**src/rtl/clint_mh.sv**
```systemverilog
// clint_mh: multi-hart core-local interruptor with prescaled 64-bit mtime, per-hart msip/mtimecmp, registered IRQs.
// Define CLINT_MTIME_WRITE_EN to make mtime writable; otherwise mtime writes are acked and ignored.
module clint_mh #(
    parameter int NUM_HARTS = 1,
    parameter int TICK_DIV  = 1
) (
    input  logic                 clk,
    input  logic                 reset,
    input  logic                 valid,
    input  logic [23:0]          addr,
    input  logic [3:0]           wmask,
    input  logic [31:0]          wdata,
    output logic [31:0]          rdata,
    output logic                 is_valid,
    output logic                 ready,
    output logic [NUM_HARTS-1:0] msip_irq,
    output logic [NUM_HARTS-1:0] mtip_irq,
    output logic [63:0]          mtime_out
);
    localparam logic [23:0] MSIP_END = 24'(4 * NUM_HARTS);
    localparam logic [23:0] CMP_BASE = 24'h004000;
    localparam logic [23:0] CMP_END  = 24'(32'h4000 + 8 * NUM_HARTS);
    localparam logic [15:0] DIV_LAST = 16'(TICK_DIV - 1);

    logic [NUM_HARTS-1:0] msip_q, msip_d;
    logic [NUM_HARTS-1:0] mtip_q, mtip_d;
    logic [63:0]          mtimecmp_q [NUM_HARTS];
    logic [63:0]          mtimecmp_d [NUM_HARTS];
    logic [63:0]          mtime_q, mtime_d;
    logic [15:0]          div_q, div_d;
    logic [31:0]          rdata_q, rdata_d;
    logic                 ready_q, ready_d;

    logic        sel_msip, sel_cmp, sel_mtl, sel_mth, do_wr, tick;
    logic [31:0] rd_val;

    function automatic logic [31:0] merge(input logic [31:0] old, input logic [31:0] nw,
                                          input logic [3:0] m);
        logic [31:0] r;
        r = old;
        for (int b = 0; b < 4; b++)
            if (m[b]) r[8*b +: 8] = nw[8*b +: 8];
        return r;
    endfunction

    // Gating with !ready_q keeps a held request from re-triggering in its completion cycle.
    always_comb begin
        sel_msip = (addr[1:0] == 2'b00) && (addr < MSIP_END);
        sel_cmp  = (addr[1:0] == 2'b00) && (addr >= CMP_BASE) && (addr < CMP_END);
        sel_mtl  = (addr == 24'h00BFF8);
        sel_mth  = (addr == 24'h00BFFC);
        is_valid = valid && !ready_q && (sel_msip || sel_cmp || sel_mtl || sel_mth);
        do_wr    = is_valid && (wmask != 4'b0000);
        tick     = (div_q == DIV_LAST);
    end

    always_comb begin
        rd_val = 32'h0;
        msip_d = msip_q;
        for (int h = 0; h < NUM_HARTS; h++) begin
            mtimecmp_d[h] = mtimecmp_q[h];
            mtip_d[h]     = (mtime_q >= mtimecmp_q[h]);
            if (sel_msip && (addr[6:2] == 5'(h))) begin
                rd_val = {31'b0, msip_q[h]};
                if (do_wr && wmask[0]) msip_d[h] = wdata[0];
            end
            if (sel_cmp && (addr[7:3] == 5'(h))) begin
                rd_val = addr[2] ? mtimecmp_q[h][63:32] : mtimecmp_q[h][31:0];
                if (do_wr) begin
                    if (addr[2]) mtimecmp_d[h][63:32] = merge(mtimecmp_q[h][63:32], wdata, wmask);
                    else         mtimecmp_d[h][31:0]  = merge(mtimecmp_q[h][31:0], wdata, wmask);
                end
            end
        end

        div_d   = tick ? 16'h0 : div_q + 16'h1;
        mtime_d = mtime_q + {63'b0, tick};
`ifdef CLINT_MTIME_WRITE_EN
        // A written half takes the bus value instead of the tick increment.
        if (do_wr && sel_mtl) begin
            mtime_d[31:0] = merge(mtime_q[31:0], wdata, wmask);
            div_d         = 16'h0;
        end
        if (do_wr && sel_mth) begin
            mtime_d[63:32] = merge(mtime_q[63:32], wdata, wmask);
            div_d          = 16'h0;
        end
`endif
        if (sel_mtl) rd_val = mtime_q[31:0];
        if (sel_mth) rd_val = mtime_q[63:32];

        ready_d = is_valid;
        rdata_d = is_valid ? rd_val : rdata_q;
    end

    always_ff @(posedge clk or posedge reset) begin
        if (reset) begin
            msip_q  <= '0;
            mtip_q  <= '0;
            mtime_q <= '0;
            div_q   <= '0;
            rdata_q <= '0;
            ready_q <= 1'b0;
            for (int h = 0; h < NUM_HARTS; h++) mtimecmp_q[h] <= '1;
        end else begin
            msip_q  <= msip_d;
            mtip_q  <= mtip_d;
            mtime_q <= mtime_d;
            div_q   <= div_d;
            rdata_q <= rdata_d;
            ready_q <= ready_d;
            for (int h = 0; h < NUM_HARTS; h++) mtimecmp_q[h] <= mtimecmp_d[h];
        end
    end

    assign rdata     = rdata_q;
    assign ready     = ready_q;
    assign msip_irq  = msip_q;
    assign mtip_irq  = mtip_q;
    assign mtime_out = mtime_q;
endmodule

```
**config.mk**
```make
export PLATFORM = sky130hd
export DESIGN_NAME = clint_mh
export DESIGN_NICKNAME = d
export VERILOG_FILES = /design/src/rtl/clint_mh.sv
export SDC_FILE = /design/constraint.sdc
export NUM_CORES = 1
export LEC_CHECK = 0
export CAP_MARGIN = 20
export CORE_ASPECT_RATIO = 0.8
export CORE_MARGIN = 8
export CORE_UTILIZATION = 45
export CTS_BUF_LIST = sky130_fd_sc_hd__clkbuf_4
export DETAILED_ROUTE_END_ITERATION = 6
export PLACE_DENSITY_LB_ADDON = 0.12
export SLEW_MARGIN = 20
export SYNTH_ARGS = -nofsm -noshare
export SYNTH_HDL_FRONTEND = slang
export SYNTH_SLANG_ARGS = --single-unit
```
**constraint.sdc**
```tcl
create_clock -name clk -period 8.45 [get_ports clk]
set_input_delay 0.845 -clock clk [delete_from_list [all_inputs] [get_ports clk]]
set_output_delay 0.845 -clock clk [all_outputs]
set_load 0.01 [all_outputs]
```
After elaboration in Yosys (flattened, before gate mapping). Index checks and enable logic that the tools add are counted.

Register bits after elaboration: 179. Output and inout port bits: 100.

Bitwise gates (word level): 1. Muxes and demuxes: 6. Add/subtract/negate cells: 2. Reduce and logical (&&, ||, !) cells: 27. Equal/unequal tests: 2. Magnitude comparators: 4.

Operator list (number): $mux W32 (4); $add A64 B1 Y64 (1); $ge A64 B64 Y1 (1); $eq A24 B16 Y1 const B (2); $reduce_and A4 Y1 (8); $ge A24 B15 Y1 const B (1); $lt A24 B15 Y1 const B (1); $lt A24 B3 Y1 const B (1); $add A16 B1 Y16 const B (1); $logic_not A16 Y1 (1); $mux W16 (1); $logic_not A5 Y1 (2); $logic_and A1 B1 Y1 (9); $reduce_bool A4 Y1 (1); $logic_or A1 B1 Y1 (3); $logic_not A2 Y1 (1); $reduce_and A2 Y1 (1); $logic_not A1 Y1 (1); $mux W1 (1); $not A1 Y1 (1).

Depth between registers and ports, before layout. Gate-level depths: netlist of the first run.

Depth after elaboration: 10. Mapped depth: 12. Gate-level depth less buffers: 12.

Worst setup path after synthesis of the first run. OpenSTA, ideal clock, no wires.

Path type: input-to-output. Start point: input port addr[19]. End point: output port is_valid. Data required time: 7605 ps. Slack: 4937 ps. Stages on the path: 8. Arrival time: 2668 ps. Cells stage by stage: or4_1 > nor4_4 > and3_1 > buf_4 > o311ai_1 > buf_2 > clkbuf_1 > inv_1.

Longest elaborated chain between the ends: 7. Elaborated cells between the ends (all ways): 12. Classes of those cells: order compare (3); eq/ne (2); reduce/logical (7).

Ends and longest elaborated chain: start, declared (RTL line 10) `input logic [23:0] addr,`; $ge A24 B15 Y1 (RTL line 49) `sel_cmp = (addr[1:0] == 2'b00) && (addr >= CMP_BASE) && (addr < CMP_END);`; $logic_and A1 B1 Y1 (2 in series) (RTL line 49); $logic_or A1 B1 Y1 (2 in series) (RTL line 52) `is_valid = valid && !ready_q && (sel_msip || sel_cmp || sel_mtl || sel_mth);`; $logic_or A1 B1 Y1 (*) (RTL line 52); $logic_and A1 B1 Y1 (*) (RTL line 52); end, declared (RTL line 14) `output logic is_valid,`.

Every way passes the cells marked *; elsewhere a longest branch is shown, timed or not.

Worst setup path in the final report of the first run. Ends and elaborated chain as after synthesis.

==> results.cfg, run 1 <==
[run_status]
status = finished clean

[synth]
synthDistinctLibCells = 51
synth-seq-cells = 179
yosysWarnings = 0
mappedNetlistArea_um2 = 9840
postSynthCellCount = 906
synth_area_leaders = dfrtp_1 (29%), dfstp_2 (17%), ha_1 (8.7%)
synth_top_area_share_pct = 29.3
avgSynthCellArea_um2 = 10.9
synth.most_common_cell = dfrtp_1
ys.flop_type = dfrtp_1
ys_top_cells_by_count = dfrtp_1 (115), inv_1 (74), mux2_2 (71), ha_1 (68), nand2_1 (66)
synthArstFlopShare_pct = 100
ys_seq_area_share_pct = 46.4
synth_nets = 1037
yosysTopAreaCell = dfrtp_1
synth_edf_count = 0

[job]
maxCapViolations = 0

[power_and_ir_drop]
p_per_area_nw_per_um2 = 115
p_comb_share_pct = 4.6
swShare_pct = 24.9
power_switching_mw = 0.344
seqPwrFrac_pct = 62.0
ir_worst_vdd_mv = 0.0771
p_int_mw = 1.04
leakage_nw = 5.29
clkPwrFrac_pct = 33.4

[routing]
ant_nets = 0
wire_per_inst_um = 20.6
first_iter_violations = 648
dr.pass1.iters = 6
totalWireLength_um = 28000
viasPerCell = 5.58
routed-via-count = 7577
drc = 0

[cells_and_area]
final_cells = 1359
syn_to_final_growth_pct = 22.7
fillCellCount = 1926
drive_above_1_share_pct = 17.3
regArea_um2 = 4560
multi_input_area_um2 = 4910
finalCoreUtilization_pct = 56.1
layout.nets = 1201

[cts]
cts.sinks = 179
root_buffer = clkbuf_4
htree_levels = 4
clock_latency_ps = 570
cts_tree = yes
post_cts_resized = 0
ctsHoldBuffers = 0
clkTransAtPathRegs_ps = 140
cts_buffer_depth = 2
cts_buffers = 17
postCtsSetupBuffers = 0

[timing]
finalHoldViolations = 0
setup_viol = 0
slew_violations = 0
worst_pin_slew_ps = 1020
rsz0062_at_grt = false
period_minus_slack_ps = 4700
fin_worst_skew_ps = 27.3
clock.fmax_mhz = 213
finalSetupTns_ps = 0
period_share_pct = 55.6
max-slew-margin-rel_pct = 32.1

[die]
die_w_um = 181
chipHeight_um = 148
ios = 163
rows = 48
coreArea_um2 = 21500
die_area_um2 = 26900
start_util_pct = 45.7

[worst_hold_path]
worstHoldPathType = flop to flop

[setup_path]
cp_max_fo = 47
required_ps = 7610
cp-start-kind = input port
cp_data_arrival_time_ps = 3850
crit_type = input port to output port
worst_setup_path_end_kind = output port

[global_route]
antenna_found_initial = 2
grt_pass1_vias = 7735
grt-ovfl-total = 0
grt_max_degree = 108
grt_usage_pct = 21.1
grt_pass1_wl_um = 44500

[placed_design]
place.gp.congestion = 0.826
detailed_place_hpwl_um = 20600
portBuffers = 162
dp_cells = 1325
registers in the layout, summed over array words and instances (netlist names):
register    cells
msip_irq        1
rdata          32
div_q          16
mtime_out      64
ready           1
mtimecmp_q     64
mtip_irq        1
power groups by stage:
stage,Clock (mW),Combinational (mW),Sequential [mW]
after floorplan,0,0.0200,0.873
after global placement,0,0.0632,0.873
after detailed placement,0,0.0633,0.873
after CTS,0.475,0.0634,0.859
after global routing,0.506,0.0696,0.859
final,0.463,0.0638,0.859
final timing paths:
path / from / endpoint / cells past startpoint / slack (ps)
setup / recovery: addr[19] / is_valid / 7 / 3750
hold / removal: rdata[12]$_DFFE_PP0P_ / rdata[12]$_DFFE_PP0P_ / 2 / 500
setup reg to reg: div_q[0]$_DFF_PP0_ / mtime_out[60]$_DFF_PP0_ / 12 / 4800
hold reg to reg: rdata[12]$_DFFE_PP0P_ / rdata[12]$_DFFE_PP0P_ / 2 / 500
max in group asynchronous: reset / mtime_out[27]$_DFF_PP0_ / 4 / 6160
min in group asynchronous: reset / mtime_out[54]$_DFF_PP0_ / 2 / 600
worst max-delay path: stages:
cell and delay [ps]:
clkdlybuf4s50_1 390, or4_1 560, nor4_4 320, and3b_2 930, o311ai_4 150, inv_1 100, clkdlybuf4s50_1 540
logic make-up after synthesis:
| logic type | after synthesis | share of synthesized area (%) |
|---|---|---|
| and+or+nand+nor | 258 | 14.3 |
| DFF | 179 | 46.4 |
| AOI/OAI and AO/OA | 134 | 9.83 |
| buffers and inverters | 100 | 3.94 |
| muxes | 91 | 10.2 |
| xor gates and xnor gates | 76 | 6.77 |
| adders and majority gates | 68 | 8.65 |
cell type report:
type	instances	area share, %
repair buffers	171	14.2
clock inverters	13	0.923
multi-input cells	627	40.7
flip-flops and latches	179	37.8
well taps	275	2.85
clock buffers	19	1.18
diodes	1	0.0207
inverters	74	2.34
cell usage in the layout (no fill, tap or decap), drive strengths merged, types with 11 or more instances in the layout:
cell type,n
clkdlybuf4s50,161
dfrtp,115
inv,77
mux2,73
ha,68
nand2,66
dfstp,64
xnor2,60
nor2,47
nand3,46
a21o,28
nand4,27
a21oi,23
o31ai,23
a222oi,22
clkbuf,19
mux2i,18
xor2,16
and4,15
o21ai,13
and3,12
nor4,11
metrics by stage:
stage / hold slack [ps] / instance area [um^2] / worst slack, ps / total power [mW]
floorplan: 447 / 9840 / 2850 / 0.893
global placement: 463 / 11800 / 3750 / 0.936
detailed placement: 470 / 11800 / 3740 / 0.936
CTS: 502 / 12000 / 3730 / 1.40
global route: 530 / 12100 / 3590 / 1.43
finish: 497 / 12100 / 3750 / 1.39
routing by layer:
metal  up-vias  track usage (%)  share of wire (%)
met3        16             4.83                6.2
met4         2             4.05               0.64
met2       224             32.2                 44
li1       3607                -                  -
met1      3728             30.4                 49
met5         -                0              0.032
No activity file was read; power rests on OpenSTA's default activity.
==> run 2: changes to the inputs <==
==> constraint.sdc (replaced) <==
create_clock -name clk -period 4.1 [get_ports clk]
set_input_delay 0.41 -clock clk [delete_from_list [all_inputs] [get_ports clk]]
set_output_delay 0.41 -clock clk [all_outputs]
set_load 0.01 [all_outputs]
==> run 2 against run 1 <==
The flow now finishes with violations (DRC). Die area stayed put. Routed wire length is 2.1% higher. Sequential cell count stayed put. Clock skew is 0.97 ps lower. Combinational power is 110% higher. Utilization is 0.37 points higher. Setup slack worse by 3200 ps. Critical path depth stayed put. Total power is 110% higher. Largest power group unchanged. Sequential power is 110% higher. Cell area is 0.65% higher. Clock power is 110% higher.
==> results.cfg, run 2 (same netlist as run 1, synthesis figures left out) <==
[global_route]
grt_pass1_wl_um = 45400
grt-ovfl-total = 0
grt_max_degree = 68
grt_pass1_vias = 7936
grt_usage_pct = 21.5
antenna_found_initial = 1

[placed_design]
dp_cells = 1336
place.gp.congestion = 0.835
placement.cell_area_um2 = 11900
dpl_worst_slack_ps = 509
detailed_place_hpwl_um = 21400
portBuffers = 162

[power_and_ir_drop]
clkPwrFrac_pct = 34.0
swShare_pct = 25.3
power_mw = 2.89
ir_worst_vdd_mv = 0.172
p_comb_share_pct = 4.7
seqPwrFrac_pct = 61.3
p_per_area_nw_per_um2 = 238
power_switching_mw = 0.731
leakage_nw = 5.34
p_int_mw = 2.16

[routing]
dr.pass1.iters = 7
routed-via-count = 7790
totalWireLength_um = 28600
viasPerCell = 5.69
wire_per_inst_um = 20.9
ant_nets = 0
drc = 5
first_iter_violations = 756

[timing]
period_minus_slack_ps = 3570
slew_violations = 0
worst_pin_slew_ps = 711
finalSetupTns_ps = 0
worst_slack_ps = 530
finalHoldViolations = 0
rsz0062_at_grt = false
setup_viol = 0
max-slew-margin-rel_pct = 52.6
clock.fmax_mhz = 280
period_share_pct = 87.1
fin_worst_skew_ps = 26.3

[cells_and_area]
fillCellCount = 1939
final_cells = 1369
final_area_um2 = 12100
drive_above_1_share_pct = 18.1
final_common_cell = clkdlybuf4s50_1
syn_to_final_growth_pct = 23.5
multi_input_area_um2 = 4910
regArea_um2 = 4560
layout.nets = 1211
final_cell_mix = clkdlybuf4s50_1 (161), dfrtp_1 (115), inv_1 (73)

[cts]
clkTransAtPathRegs_ps = 160
cts_tree = yes
htree_levels = 4
cts.sinks = 179
post_cts_resized = 0
postCtsSetupBuffers = 0
root_buffer = clkbuf_4
cts_buffer_depth = 2
clock_latency_ps = 580
cts_buffers = 17
ctsHoldBuffers = 0

[setup_path]
endpoint = is_valid
worst_setup_path_end_kind = output port
startpoint = addr[19]
reg2reg_from = div_q[12]$_DFF_PP0_
r2r_cells = 10
cp-start-kind = input port
required_ps = 3690
r2r-end = mtime_out[48]$_DFF_PP0_
crit_type = input port to output port
cp_max_fo = 11
r2r_slack_ps = 700
cp_data_arrival_time_ps = 3160

[die]
die_w_um = 181
coreArea_um2 = 21500
ios = 163
rows = 48
start_util_pct = 45.7
chipHeight_um = 148
die_area_um2 = 26900

[job]
maxCapViolations = 0

[run_status]
violations = DRC
status = finished, violations left

[worst_hold_path]
worstHoldPathType = input port to async pin
[run 2: changes by cell type in the layout (fill, tap and decap cells not counted), sizes merged]
cell | before | now
clkinv | 5 | 4
clkinvlp | 4 | 5
buf | 10 | 20
[run 2: metal layers]
metal | vias up | wire [um] | global-route usage (%) | part of all wire [%]
li1 | 3636 | - | - | -
met1 | 3891 | 14000 | 30.9 | 49
met2 | 241 | 12400 | 32.1 | 43
met3 | 22 | 1870 | 5.19 | 6.5
met4 | 0 | 331 | 5.11 | 1.2
met5 | - | 0 | 0 | 0
[run 2: power groups by stage]
stage / combinational [mW] / sequential [mW] / clock, mW
global placement: 0.137 / 1.80 / 0
global route: 0.146 / 1.77 / 1.08
CTS: 0.138 / 1.77 / 1.01
detailed placement: 0.138 / 1.80 / 0
finish: 0.135 / 1.77 / 0.982
floorplan: 0.0415 / 1.80 / 0
[run 2: cell type report]
type,instances,share of cell area (%)
Inverter,74,2.32
Timing Repair Buffer,181,14.7
Antenna cell,1,0.0206
Tap cell,275,2.83
Sequential cell,179,37.5
Clock buffer,19,1.17
Multi-Input combinational cell,627,40.4
Clock inverter,13,1.03
[run 2: worst min-delay path by stage]
stage	endpoint	slack, ps
floorplan	div_q[15]$_DFF_PP0_	450
global placement	rdata[12]$_DFFE_PP0P_	460
detailed placement	rdata[7]$_DFFE_PP0P_	460
CTS	mtime_out[11]$_DFF_PP0_	220
global route	mtime_out[11]$_DFF_PP0_	240
finish	mtime_out[11]$_DFF_PP0_	240
[run 2: through the flow]
stage | hold slack (ps) | utilization [%]
6_report | 245 | 56.5
5_1_grt | 244 | 56.5
4_1_cts | 222 | 56.5
3_5_place_dp | 465 | 55.2
3_3_place_gp | 464 | 55.2
2_1_floorplan | 447 | -
[run 2: worst max-delay path: stages]
cell,delay (ps)
clkdlybuf4s50_1,400
or4_1,580
nor4_4,360
and3_1,580
o311ai_4,190
inv_1,100
clkdlybuf4s50_1,530
